## src/rtl/lsu_pkg.sv

```systemverilog
// Shared encodings for the load/store controller: access sizes, FSM states, RAM geometry.
// The misalignment helper is used only when MISALIGN_TRAP_EN is defined.
package lsu_pkg;

   localparam logic [1:0] SZ_BYTE = 2'b00;
   localparam logic [1:0] SZ_HALF = 2'b01;
   localparam logic [1:0] SZ_WORD = 2'b10;

   localparam int RAM_AW = 10;

   typedef enum logic [1:0] {
      ST_IDLE = 2'd0,
      ST_RD   = 2'd1,
      ST_WR   = 2'd2,
      ST_DONE = 2'd3
   } state_t;

   // Size 2'b11 is handled as a word access everywhere.
   function automatic logic is_misaligned(input logic [1:0] size, input logic [1:0] lane);
      case (size)
         SZ_BYTE: return 1'b0;
         SZ_HALF: return lane[0];
         default: return lane != 2'b00;
      endcase
   endfunction

endpackage

```

## src/rtl/lsu_lane_align.sv

```systemverilog
// Little-endian lane handling: extracts and extends load data from a RAM word,
// and merges store data into a previously read word for sub-word stores.
module lsu_lane_align
   import lsu_pkg::*;
(
   input  logic [1:0]  size,
   input  logic [1:0]  lane,
   input  logic        is_unsigned,
   input  logic [31:0] rword,
   input  logic [31:0] wdata,
   output logic [31:0] load_data,
   output logic [31:0] store_word
);

   logic [7:0]  byte_v;
   logic [15:0] half_v;

   always_comb begin
      byte_v     = 8'h00;
      half_v     = 16'h0000;
      load_data  = rword;
      store_word = wdata;

      case (lane)
         2'd0:    byte_v = rword[7:0];
         2'd1:    byte_v = rword[15:8];
         2'd2:    byte_v = rword[23:16];
         default: byte_v = rword[31:24];
      endcase
      // Halfword lane ignores lane[0]; misaligned halves are trapped upstream if enabled.
      half_v = lane[1] ? rword[31:16] : rword[15:0];

      case (size)
         SZ_BYTE: begin
            load_data  = {{24{~is_unsigned & byte_v[7]}}, byte_v};
            store_word = rword;
            case (lane)
               2'd0:    store_word[7:0]   = wdata[7:0];
               2'd1:    store_word[15:8]  = wdata[7:0];
               2'd2:    store_word[23:16] = wdata[7:0];
               default: store_word[31:24] = wdata[7:0];
            endcase
         end
         SZ_HALF: begin
            load_data  = {{16{~is_unsigned & half_v[15]}}, half_v};
            store_word = rword;
            if (lane[1])
               store_word[31:16] = wdata[15:0];
            else
               store_word[15:0]  = wdata[15:0];
         end
         default: begin
            load_data  = rword;
            store_word = wdata;
         end
      endcase
   end

endmodule

```

## src/rtl/lsu_ctrl.sv

```systemverilog
// Load/store controller for a single-port, falling-edge 1024x32 RAM; sub-word stores use read-modify-write.
// Optional build macro MISALIGN_TRAP_EN: reject misaligned half/word accesses with rsp_err instead of touching RAM.
module lsu_ctrl
   import lsu_pkg::*;
#(
   parameter int ADDR_W = 12,
   parameter int DATA_W = 32
) (
   input  logic              clk,
   input  logic              reset,
   input  logic              req_valid,
   output logic              req_ready,
   input  logic              req_we,
   input  logic [1:0]        req_size,
   input  logic              req_unsigned,
   input  logic [ADDR_W-1:0] req_addr,
   input  logic [DATA_W-1:0] req_wdata,
   output logic              rsp_valid,
   output logic [DATA_W-1:0] rsp_rdata,
   output logic              rsp_err,
   output logic              ram_we,
   output logic [ADDR_W-3:0] ram_addr,
   output logic [DATA_W-1:0] ram_din,
   input  logic [DATA_W-1:0] ram_dout
);

   state_t state_reg, state_next;

   logic              we_reg;
   logic [1:0]        size_reg;
   logic              uns_reg;
   logic [1:0]        lane_reg;
   logic [DATA_W-1:0] wdata_reg;
   logic [ADDR_W-3:0] ram_addr_reg;
   logic [DATA_W-1:0] ram_din_reg;
   logic [DATA_W-1:0] rsp_rdata_reg;
   logic              rsp_err_reg;

   logic              accept;
   logic              trap;
   logic [DATA_W-1:0] load_data;
   logic [DATA_W-1:0] store_word;

`ifdef MISALIGN_TRAP_EN
   assign trap = is_misaligned(req_size, req_addr[1:0]);
`else
   assign trap = 1'b0;
`endif

   assign accept = req_valid & req_ready;

   always_ff @(posedge clk or posedge reset) begin
      if (reset)
         state_reg <= ST_IDLE;
      else
         state_reg <= state_next;
   end

   // ram_we decodes straight from state so an async reset removes it immediately.
   always_comb begin
      state_next = state_reg;
      req_ready  = 1'b0;
      rsp_valid  = 1'b0;
      ram_we     = 1'b0;
      case (state_reg)
         ST_IDLE: begin
            req_ready = 1'b1;
            if (req_valid) begin
               if (trap)
                  state_next = ST_DONE;
               else if (req_we && req_size[1])
                  state_next = ST_WR;
               else
                  state_next = ST_RD;
            end
         end
         ST_RD:   state_next = we_reg ? ST_WR : ST_DONE;
         ST_WR: begin
            ram_we     = 1'b1;
            state_next = ST_DONE;
         end
         default: begin
            rsp_valid  = 1'b1;
            state_next = ST_IDLE;
         end
      endcase
   end

   always_ff @(posedge clk or posedge reset) begin
      if (reset) begin
         we_reg        <= 1'b0;
         size_reg      <= SZ_BYTE;
         uns_reg       <= 1'b0;
         lane_reg      <= 2'b00;
         wdata_reg     <= '0;
         ram_addr_reg  <= '0;
         ram_din_reg   <= '0;
         rsp_rdata_reg <= '0;
         rsp_err_reg   <= 1'b0;
      end else if (accept) begin
         we_reg        <= req_we;
         size_reg      <= req_size;
         uns_reg       <= req_unsigned;
         lane_reg      <= req_addr[1:0];
         wdata_reg     <= req_wdata;
         rsp_rdata_reg <= '0;
         rsp_err_reg   <= trap;
         if (!trap)
            ram_addr_reg <= req_addr[ADDR_W-1:2];
         if (!trap && req_we && req_size[1])
            ram_din_reg <= req_wdata;
      end else if (state_reg == ST_RD) begin
         // RAM read completed at the preceding falling edge.
         if (we_reg)
            ram_din_reg <= store_word;
         else
            rsp_rdata_reg <= load_data;
      end
   end

   lsu_lane_align u_align (
      .size        (size_reg),
      .lane        (lane_reg),
      .is_unsigned (uns_reg),
      .rword       (ram_dout),
      .wdata       (wdata_reg),
      .load_data   (load_data),
      .store_word  (store_word)
   );

   assign ram_addr  = ram_addr_reg;
   assign ram_din   = ram_din_reg;
   assign rsp_rdata = rsp_rdata_reg;
   assign rsp_err   = rsp_err_reg;

endmodule

```

## config.mk

```make
export PLATFORM = sky130hd
export DESIGN_NAME = lsu_ctrl
export DESIGN_NICKNAME = d
export VERILOG_FILES = /design/src/rtl/lsu_pkg.sv /design/src/rtl/lsu_lane_align.sv /design/src/rtl/lsu_ctrl.sv
export SDC_FILE = /design/constraint.sdc
export NUM_CORES = 1
export LEC_CHECK = 0
export CAP_MARGIN = 20
export CORE_MARGIN = 3
export CORE_UTILIZATION = 49
export DETAILED_ROUTE_END_ITERATION = 10
export PLACE_DENSITY_LB_ADDON = 0.25
export SYNTH_ARGS = -nofsm -noshare
export SYNTH_HDL_FRONTEND = slang
export SYNTH_SLANG_ARGS = --single-unit
```

## constraint.sdc

```tcl
create_clock -name clk -period 4.7 [get_ports clk]
set_clock_uncertainty 0.2 [all_clocks]
set_input_delay 0.705 -clock clk [delete_from_list [all_inputs] [get_ports clk]]
set_output_delay 0.705 -clock clk [all_outputs]
set_load 0.02 [all_outputs]
```

==> reports/summary.txt <==
Outcome - finished clean
DIE AREA - 13700 um^2
Vias per std cell - 6.01
Final setup violation count - 0
Hold Crit Class - flip-flop to flip-flop
Die width - 117 um
Worst-Margin Slew - 1020 ps
Area Overhead vs Synth - 38.4%
Share of cells above drive strength 1 - 7.34%
H-tree level count - 4
Switching Fraction - 40.9%
Worst EP arrival - 2890 ps
Ys Warns - 0
Number of enable flip-flop cells after synthesis - 0
Logic pwr share - 47.6%
Global-route wire length before repair - 30200 um
DR vias - 6065
Largest net degree at the start of global routing - 91
WL final - 19500 um
Synth Register Bits - 114
Sum Neg Setup Slack - 0 ps
Wire per inst - 19.3 um
Post-route cell area - 8380 um^2
Initial Util - 51.5%
CP max FO - 36
Clock period minus final worst setup slack - 2820 ps
Tot GR Track Use - 28.8%
CTS buffer count - 17
Hold Vio Cnt, Final - 0
Vert. Die Dim - 117 um
Port bufs - 159
RePlAce Congestion - 0.871
DR DRC count - 0
Synth Net Count - 784
Critical path endpoint category - flip-flop
Initial antenna violation count - 0
Peak VDD IR - 0.464 mV
Grt total ovfl - 0
Root Buffer Master - clkbuf_16
Unique cell type count in the Yosys netlist - 54
Hold Buf Count CTS - 0
Longest Clk Path Bufs - 2
Type of origin of the critical path - input pin
Initial DRC count - 840
PD cells - 752 nW/um^2
Clock group share of total power - 23.2%
F_max - 355 MHz
CP max stage cell - and2_2
Net Switching - 2.58 mW
I/O pins - 161
Slew headroom - 31.8%
Max-cap violation count - 0
Lkg Pwr - 3.64 nW
Fin crit share - 60.0%
CORE AREA - 11800 um^2
Post-DP HPWL - 13500 um
Std-Cell Rows - 39
Placed cell area - 7650 um^2
Synthesized cell area - 6050 um^2
Post-synth top flop - dfrtp_1
Critical path cell sequence - clkdlybuf4s50_1 -> and2_2 -> buf_4 -> nor2_1 -> nand2_1 -> a41oi_1
Fillers - 872
Post-CTS setup buffers - 0
Post-cts resize count - 0
Mean Syn Cell Area - 8.68 um^2
1st-pass router iterations - 5
WP data required - 4770 ps
Pre-CTS setup slack - 1180 ps
Inserted Diodes - 0
CTS tree - yes
Clock Latency Late Sink - 420 ps
Asr flop ratio synth - 100%
Reg clk slew, reported paths - 50 ps
Vias in the first global route - 5726
Sequential power share - 29.3%
Synth Instances - 697
Internal power - 3.72 mW
Final antenna-violating net count - 0
RSZ-0062 raised after global routing - no
Nets@finish - 919
Post-route setup slack - 1880 ps
Fin. max-slew vios - 0
Clock Sinks - 114
WS Path Type - input pin to flip-flop
Delay of the slowest critical-path stage - 690 ps
Sequential-to-total area share from yosys stat - 47.1%
cell usage in the layout, fill, tap and decap left out, types with 5 or more instances in the layout:
master           count
nand2_1            185
clkdlybuf4s50_1    159
dfrtp_1            114
o21ai_0             75
nor2_1              40
a21oi_1             30
clkbuf_16           17
or3_1               16
a31oi_1             12
mux2i_1             11
a211o_1             10
buf_4               10
a22o_1               9
o2bb2ai_1            9
o22ai_1              8
and3b_1              8
nand3_1              8
nor2b_1              7
a2bb2oi_1            7
a211oi_1             7
o22a_1               7
a221oi_1             6
a22oi_1              6
o31ai_1              6
bufinv_16            6
inv_1                5
nand3b_1             5
a31o_2               5
Yosys cell counts (3+ instances only):
master,number,area (um^2)
nand2_1,186,698
dfrtp_1,114,2850
o21ai_0,75,375
nor2_1,41,154
a21oi_1,30,150
buf_2,28,140
or3_1,16,100
clkbuf_1,14,52.6
a31oi_1,12,75.1
mux2i_1,12,120
a211o_1,10,87.6
buf_4,10,75.1
a22o_1,9,78.8
o2bb2ai_1,9,78.8
and3b_1,8,70.1
nand3_1,8,40.0
o22ai_1,8,50.1
a211oi_1,7,52.6
a2bb2oi_1,7,61.3
nor2b_1,7,43.8
o22a_1,7,61.3
a221oi_1,6,52.6
a22oi_1,6,45.0
inv_1,6,22.5
o31ai_1,6,45.0
a31o_2,5,43.8
nand3b_1,5,37.5
ha_1,4,50.1
nand2b_1,4,25.0
o221a_2,4,45.0
a41oi_1,3,26.3
buf_1,3,11.3
cell type report:
type	count	area, um^2	area share, %
tap	164	205	2.45
timing repair buffer	172	1730	20.6
multi-input combinational	520	2900	34.6
inverter	7	28.8	0.344
clock buffer	21	450	5.38
clock inverter	11	208	2.48
sequential	114	2850	34.1
path summary, 6_finish.rpt:
kind	from	to	slack, ps	cells after the start
max	req_valid	ram_din[17]	1880	6
min in group asynchronous	reset	rsp_rdata[13]	520	2
min reg2reg	ram_addr[1]	ram_addr[1]	280	2
max reg2reg	lane_reg[1]	rsp_rdata[17]	1900	4
max in group asynchronous	reset	wdata_reg[14]	2900	4
min	ram_addr[1]	ram_addr[1]	280	2
critical path, delay by kind of cell:
family                 cells  cell delay, ps
buffers and inverters      2            1010
AOI/OAI and AO/OA          1             140
and+or+nand+nor            3             990
routing by layer:
layer  part of all wire [%]  routed length, um  vias to the layer above  track usage (%)
met1                     41               8030                     2890             39.7
li1                       -                  -                     2745                -
met2                     46               8960                      370             44.0
met4                    3.1                607                        0             11.8
met3                    9.7               1900                       60             6.58
met5                      0                  0                        -                0
kinds of logic (layout without fill, tap and decap cells):
| group | count (synthesis) | count (layout) | share of synthesized area, % |
|---|---|---|---|
| simple gates | 285 | 285 | 20.4 |
| compound gates | 218 | 218 | 24.3 |
| flops | 114 | 114 | 47.1 |
| buf+inv | 63 | 211 | 5.23 |
| mux | 12 | 12 | 1.98 |
| fa+ha+maj | 4 | 4 | 0.827 |
| other cells | 1 | 1 | 0.0620 |
stage by stage:
step	hold WS [ps]	power, mW	instances	utilization [%]
after floorplan	240	3.67	697	-
after global placement	257	4.64	974	65.1
after detailed placement	264	4.75	974	65.1
after CTS	277	6.24	1006	70.7
after global routing	300	6.65	1009	71.2
final	277	6.30	1009	71.2
power by group through the flow:
stage          clock network, mW  registers [mW]  logic [mW]
6_report                    1.46            1.84        3.00
3_3_place_gp                   0            1.81        2.83
4_1_cts                     1.47            1.83        2.95
5_1_grt                     1.51            1.88        3.25
3_5_place_dp                   0            1.83        2.92
2_1_floorplan                  0            2.01        1.66
No activity file was read; power rests on OpenSTA's default activity.
